[config.mk]
export PLATFORM = sky130hd
export DESIGN_NAME = hazard_unit
export DESIGN_NICKNAME = d
export VERILOG_FILES = /design/src/rtl/hazard_unit_pkg.sv /design/src/rtl/hazard_unit_if.sv /design/src/rtl/hazard_unit_detect.sv /design/src/rtl/hazard_unit.sv
export SDC_FILE = /design/constraint.sdc
export NUM_CORES = 1
export LEC_CHECK = 0
export ABC_AREA = 1
export BUFFER_PORTS_ARGS = -buffer_cell sky130_fd_sc_hd__buf_2
export CELL_PAD_IN_SITES_DETAIL_PLACEMENT = 0
export CELL_PAD_IN_SITES_GLOBAL_PLACEMENT = 1
export CORE_MARGIN = 8
export CORE_UTILIZATION = 28
export DETAILED_ROUTE_END_ITERATION = 10
export PLACE_DENSITY_LB_ADDON = 0.1
export SLEW_MARGIN = 10
export SYNTH_ARGS = -nofsm -noshare
export SYNTH_HDL_FRONTEND = slang
export SYNTH_SLANG_ARGS = --single-unit
[constraint.sdc]
create_clock -name i_clk -period 1.5 [get_ports i_clk]
set_clock_uncertainty 0.1 [all_clocks]
set_input_delay 0.075 -clock i_clk [delete_from_list [all_inputs] [get_ports i_clk]]
set_output_delay 0.075 -clock i_clk [all_outputs]
set_load 0.02 [all_outputs]
[src/rtl/hazard_unit_pkg.sv]
// Shared types and constants for the pipeline hazard sequencer.
// State encoding is visible to debug through the stall/halted outputs.
package hazard_unit_pkg;

  localparam int NB_REG = 5;

  typedef enum logic [1:0] {
    ST_RUN    = 2'd0,
    ST_STALL  = 2'd1,
    ST_DRAIN  = 2'd2,
    ST_HALTED = 2'd3
  } state_e;

endpackage

[src/rtl/hazard_unit_if.sv]
// Operand/destination bundle seen by the hazard detector.
// master drives the register fields, slave returns the stall demand.
interface hazard_unit_if #(
  parameter int NB_REG = 5
);

  logic [NB_REG-1:0] id_rs;
  logic [NB_REG-1:0] id_rt;
  logic              use_rs;
  logic              use_rt;
  logic              id_branch;
  logic              ex_mem_read;
  logic              ex_reg_write;
  logic [NB_REG-1:0] ex_rd;
  logic              mem_mem_read;
  logic [NB_REG-1:0] mem_rd;
  logic [1:0]        demand;

  modport master (
    output id_rs, id_rt, use_rs, use_rt,
    output id_branch,
    output ex_mem_read, ex_reg_write, ex_rd,
    output mem_mem_read, mem_rd,
    input  demand
  );

  modport slave (
    input  id_rs, id_rt, use_rs, use_rt,
    input  id_branch,
    input  ex_mem_read, ex_reg_write, ex_rd,
    input  mem_mem_read, mem_rd,
    output demand
  );

endinterface

[src/rtl/hazard_unit_detect.sv]
// Combinational stall-demand computation (0, 1 or 2 cycles).
// Register 0 is hardwired, so it never produces a match.
module hazard_detect (
  hazard_unit_if.slave hz
);

  logic ex_rs, ex_rt, ex_match;
  logic mem_rs, mem_rt, mem_match;
  logic need1;

  always_comb begin
    ex_rs  = hz.use_rs && (hz.id_rs == hz.ex_rd);
    ex_rt  = hz.use_rt && (hz.id_rt == hz.ex_rd);
    ex_match = (hz.ex_rd != '0) && (ex_rs || ex_rt);

    mem_rs = hz.use_rs && (hz.id_rs == hz.mem_rd);
    mem_rt = hz.use_rt && (hz.id_rt == hz.mem_rd);
    mem_match = (hz.mem_rd != '0) && (mem_rs || mem_rt);

    need1 = (hz.ex_mem_read && ex_match)
         || (hz.id_branch && hz.ex_reg_write
             && ex_match)
         || (hz.id_branch && hz.mem_mem_read
             && mem_match);

    hz.demand = 2'd0;
    if (hz.ex_mem_read && ex_match
        && hz.id_branch)
      hz.demand = 2'd2;
    else if (need1)
      hz.demand = 2'd1;
  end

endmodule

[src/rtl/hazard_unit.sv]
// Hazard sequencer: stalls, bubbles, branch flush and halt drain.
// Detection is combinational; the FSM only tracks multi-cycle work.
module hazard_unit
  import hazard_unit_pkg::*;
#(
  parameter int NB_REG       = hazard_unit_pkg::NB_REG,
  parameter int DRAIN_CYCLES = 4,
  parameter int NB_CNT       = 3
) (
  input  logic              i_clk,
  input  logic              i_rst_n,
  input  logic              i_enable,
  input  logic [NB_REG-1:0] IF_ID_Rs,
  input  logic [NB_REG-1:0] IF_ID_Rt,
  input  logic              i_id_uses_rs,
  input  logic              i_id_uses_rt,
  input  logic              i_id_branch,
  input  logic              i_branch_taken,
  input  logic              i_jump,
  input  logic              i_halt,
  input  logic              ID_EX_MemRead,
  input  logic              ID_EX_RegWrite,
  input  logic [NB_REG-1:0] ID_EX_Rd,
  input  logic              EX_MEM_MemRead,
  input  logic [NB_REG-1:0] EX_MEM_Rd,
  output logic              o_pc_write,
  output logic              o_if_id_write,
  output logic              o_id_ex_bubble,
  output logic              o_if_id_flush,
  output logic              o_stall,
  output logic              o_halted
);

  localparam logic [NB_CNT-1:0] DRAIN_CNT =
    NB_CNT'(DRAIN_CYCLES - 1);
  localparam logic [NB_CNT-1:0] ONE =
    NB_CNT'(1);

  hazard_unit_if #(.NB_REG(NB_REG)) hz ();

  assign hz.id_rs        = IF_ID_Rs;
  assign hz.id_rt        = IF_ID_Rt;
  assign hz.use_rs       = i_id_uses_rs;
  assign hz.use_rt       = i_id_uses_rt;
  assign hz.id_branch    = i_id_branch;
  assign hz.ex_mem_read  = ID_EX_MemRead;
  assign hz.ex_reg_write = ID_EX_RegWrite;
  assign hz.ex_rd        = ID_EX_Rd;
  assign hz.mem_mem_read = EX_MEM_MemRead;
  assign hz.mem_rd       = EX_MEM_Rd;

  hazard_detect u_detect (
    .hz (hz)
  );

  state_e            state_q, state_d;
  logic [NB_CNT-1:0] cnt_q, cnt_d;

  always_ff @(posedge i_clk or negedge i_rst_n) begin
    if (!i_rst_n) begin
      state_q <= ST_RUN;
      cnt_q   <= '0;
    end else begin
      state_q <= state_d;
      cnt_q   <= cnt_d;
    end
  end

  always_comb begin
    state_d        = state_q;
    cnt_d          = cnt_q;
    o_pc_write     = 1'b1;
    o_if_id_write  = 1'b1;
    o_id_ex_bubble = 1'b0;
    o_if_id_flush  = 1'b0;
    o_stall        = 1'b0;
    o_halted       = (state_q == ST_HALTED);

    if (!i_rst_n) begin
      o_pc_write     = 1'b0;
      o_if_id_write  = 1'b0;
      o_id_ex_bubble = 1'b1;
      o_halted       = 1'b0;
    end else if (!i_enable) begin
      o_pc_write    = 1'b0;
      o_if_id_write = 1'b0;
      o_stall       = (state_q == ST_STALL);
    end else begin
      unique case (state_q)
        ST_RUN: begin
          if (hz.demand != 2'd0) begin
            o_pc_write     = 1'b0;
            o_if_id_write  = 1'b0;
            o_id_ex_bubble = 1'b1;
            o_stall        = 1'b1;
            if (hz.demand == 2'd2) begin
              state_d = ST_STALL;
              cnt_d   = ONE;
            end
          end else if (i_halt) begin
            // HALT itself still moves on to EX
            o_pc_write    = 1'b0;
            o_if_id_write = 1'b0;
            if (DRAIN_CYCLES > 1) begin
              state_d = ST_DRAIN;
              cnt_d   = DRAIN_CNT;
            end else begin
              state_d = ST_HALTED;
            end
          end else begin
            o_if_id_flush = i_branch_taken | i_jump;
          end
        end
        ST_STALL: begin
          o_pc_write     = 1'b0;
          o_if_id_write  = 1'b0;
          o_id_ex_bubble = 1'b1;
          o_stall        = 1'b1;
          cnt_d          = cnt_q - ONE;
          if (cnt_q <= ONE) begin
            state_d = ST_RUN;
            cnt_d   = '0;
          end
        end
        ST_DRAIN: begin
          o_pc_write     = 1'b0;
          o_if_id_write  = 1'b0;
          o_id_ex_bubble = 1'b1;
          cnt_d          = cnt_q - ONE;
          if (cnt_q <= ONE) begin
            state_d = ST_HALTED;
            cnt_d   = '0;
          end
        end
        ST_HALTED: begin
          o_pc_write     = 1'b0;
          o_if_id_write  = 1'b0;
          o_id_ex_bubble = 1'b1;
        end
      endcase
    end
  end

endmodule

==> flow_summary.toml <==
[cells_and_area]
register_area_um2 = 125.1
area_delta_synth_final_pct = 50.00
stdcell_count = 263
layout_commonest_cell = "nand2_1"
final_cell_mix = "56 x nand2_1, 31 x buf_2, 21 x nor2_1"
drive_gt1_share_pct = 37.79
fin_area_um2 = 1419
multiInputGateArea_um2 = 812.0
n_antenna_cell = 0
finalNetCount = 257
fill_cells = 376

[critical_path]
cp_common_cell = "buf_4"
critPathLaunchType = "flop"
crit_chain = "inv_2, ha_2, buf_4, a31oi_1, nor2_1, buf_4"
worstPathRequired_ns = 1.32
worstPathMaxFanout = 3
crit_type = "reg2out"
crit_slowest_cell = "dfrtp_1"
critical_path_arrival_ns = 1.36
crit_path_max_incr_delay_ns = 0.40
cp-end-kind = "output pin"

[timing]
fin_ws_ns = -0.03722
max_freq_mhz = 650.5
fin_crit_sh_pct = 102.5
rsz0062_at_grt = "yes"
setup_tns_ns = -0.09208
slew_viol_final = 0
worstMarginPinSlew_ns = 0.3208
maxSlewHeadroom_pct = 78.39
min_period_ns = 1.537
hold_violations = 0
setup_viol = 3

[logic_synthesis]
avgSynthCellArea_um2 = 5.664
synthArstFlopShare_pct = 100.0
dominantRegCellSynth = "dfrtp_1"
ys_types = 22
syn_nets = 206
synth_edf_count = 0
netlist_instances = 167
ys_warn_count = 0
synth_area_um2 = 945.9
ys_ff_latch = 5
seq_area_frac_synth_pct = 13.23

[pwr]
p_seq_share_pct = 15.4
power.clock.fraction_pct = 9.5
total_leakage_power_nw = 0.8100
irDropWorstVdd_v = 0.0008758
pwr-share-comb_pct = 75.1
p_sw_share_pct = 46.77
finalPower_w = 0.001566
switchingPower_w = 0.0007325
p_int_w = 0.0008336
p_per_area_nw_per_um2 = 1104

[placed_design]
dpl_worst_slack_ns = 0.007851
post_dp_cell_area_um2 = 1216
gp_congestion = 0.8310
dp.cells = 252
portBuffers = 37
place_hpwl_um = 2486

[die]
start_util_pct = 28.80
die_w_um = 74.12
die_area_um2 = 5494
pin_count = 38
coreArea_um2 = 3284
die_h_um = 74.12
placementRows = 21

[route]
wl_per_cell_um = 11.05
drtIter0Drc = 28
vias_per_cell = 4.255
routed-via-count = 1119
totalWireLength_um = 2905
route.detailed.drc = 0
dr.pass1.iters = 4
ant_nets = 0

[clock_tree]
htree_levels = 1
numCtsBuffers = 3
tritoncts = "done"
clk_latency_ns = 0.23
cts.sinks = 5
cts-root-buf = "clkbuf_4"
clockBufferDepth = 2
path_clk_slew_ns = 0.04

[grt]
grt_util_met2_pct = 19.82
grt_pass1_wl_um = 4719
grt_start_max_net_pins = 8
grt_overflow = 0
grt_util_all_layers_pct = 10.54
antenna_found_initial = 0
grtUsageMet1_pct = 12.34
grt_pass1_vias = 1142
grt.busiest_layer = "met2"
grtUsageMet3_pct = 0.8086

[run]
max-cap-violations = 0

[worst_hold_path]
hold_class = "in2async"

[status]
outcome = "finished, violations left"
violations = "setup timing"
==> stage by stage <==
stage / util [%] / hold slack [ns]
2_1_floorplan: - / -0.3206
3_3_place_gp: 37.03 / -0.1782
3_5_place_dp: 37.03 / -0.1755
4_1_cts: 40.11 / 0.2056
5_1_grt: 43.20 / 0.2469
6_report: 43.20 / 0.2185
==> cell usage after synthesis, drive strengths merged (2+ instances only) <==
| master | number | area (µm²) |
|---|---|---|
| inv | 28 | 105.1 |
| nor2 | 26 | 113.9 |
| nor3 | 2 | 10.01 |
| ha | 7 | 87.58 |
| o21ai | 10 | 50.04 |
| nand3 | 15 | 117.6 |
| nand4 | 4 | 25.02 |
| nand2 | 64 | 267.8 |
| dfrtp | 5 | 125.1 |
==> logic make-up (layout without fill, tap and decap cells) <==
logic type | after synthesis | in the layout | share of synthesized area (%)
and+or+nand+nor | 111 | 111 | 56.48
buffers and inverters | 29 | 79 | 11.90
AOI/OAI and AO/OA | 13 | 13 | 7.274
adders and majority gates | 7 | 7 | 9.259
DFF | 5 | 5 | 13.23
xor gates and xnor gates | 2 | 2 | 1.852
==> power by group through the flow <==
stage                     Clock [W]  Combinational, W  Sequential [W]
after CTS                  0.000160          0.000967        0.000238
after global routing       0.000164           0.00133        0.000248
after global placement            0          0.000847        0.000240
final                      0.000149           0.00118        0.000241
after detailed placement          0          0.000849        0.000239
after floorplan                   0          0.000602        0.000237
==> final timing paths <==
kind                          startpoint         end  slack [ns]  cells past startpoint
max                           state_q[0]     o_stall       -0.04                      6
min in group i_clk         ID_EX_MemRead    cnt_q[1]        0.34                      5
max reg2reg                   state_q[1]  state_q[1]        0.03                      9
min reg2reg                     cnt_q[0]    cnt_q[0]        0.40                      2
min                              i_rst_n  state_q[0]        0.22                      2
max in group asynchronous        i_rst_n    cnt_q[2]        0.87                      2
==> timing repair <==
action / CTS / global route
gates resized for setup: 15 / 19
hold buffers: 1 / 0
endpoints found under the hold margin: 5 / 0
endpoints found under the setup margin: 4 / 11
buffers inserted: 3 / 3
pin swaps: 4 / 6
==> routing by layer <==
metal,up-vias,wire length (µm)
met5,-,0
met4,0,0
met3,0,107
met2,15,1521
met1,485,1276
li1,619,-
==> registers in the layout, indices dropped and copies added (netlist names) <==
| signal | flops |
|---|---|
| cnt_q | 3 |
| state_q | 2 |
==> area by class of cell <==
| class | count | area share [%] |
|---|---|---|
| Multi-Input combinational cell | 133 | 57.23 |
| Timing Repair Buffer | 47 | 20.63 |
| Tap cell | 46 | 4.056 |
| Clock buffer | 4 | 1.852 |
| Sequential cell | 5 | 8.818 |
| Inverter | 28 | 7.407 |
==> critical path: cells and delay by family, from the launching register on <==
family                     cells  cell delay, ns
DFF                            1            0.40
buffers and inverters          3            0.38
adders and majority gates      1            0.19
and+or+nand+nor                1            0.09
AOI/OAI and AO/OA              1            0.07
Note: power is estimated with default switching activity, not from simulation.
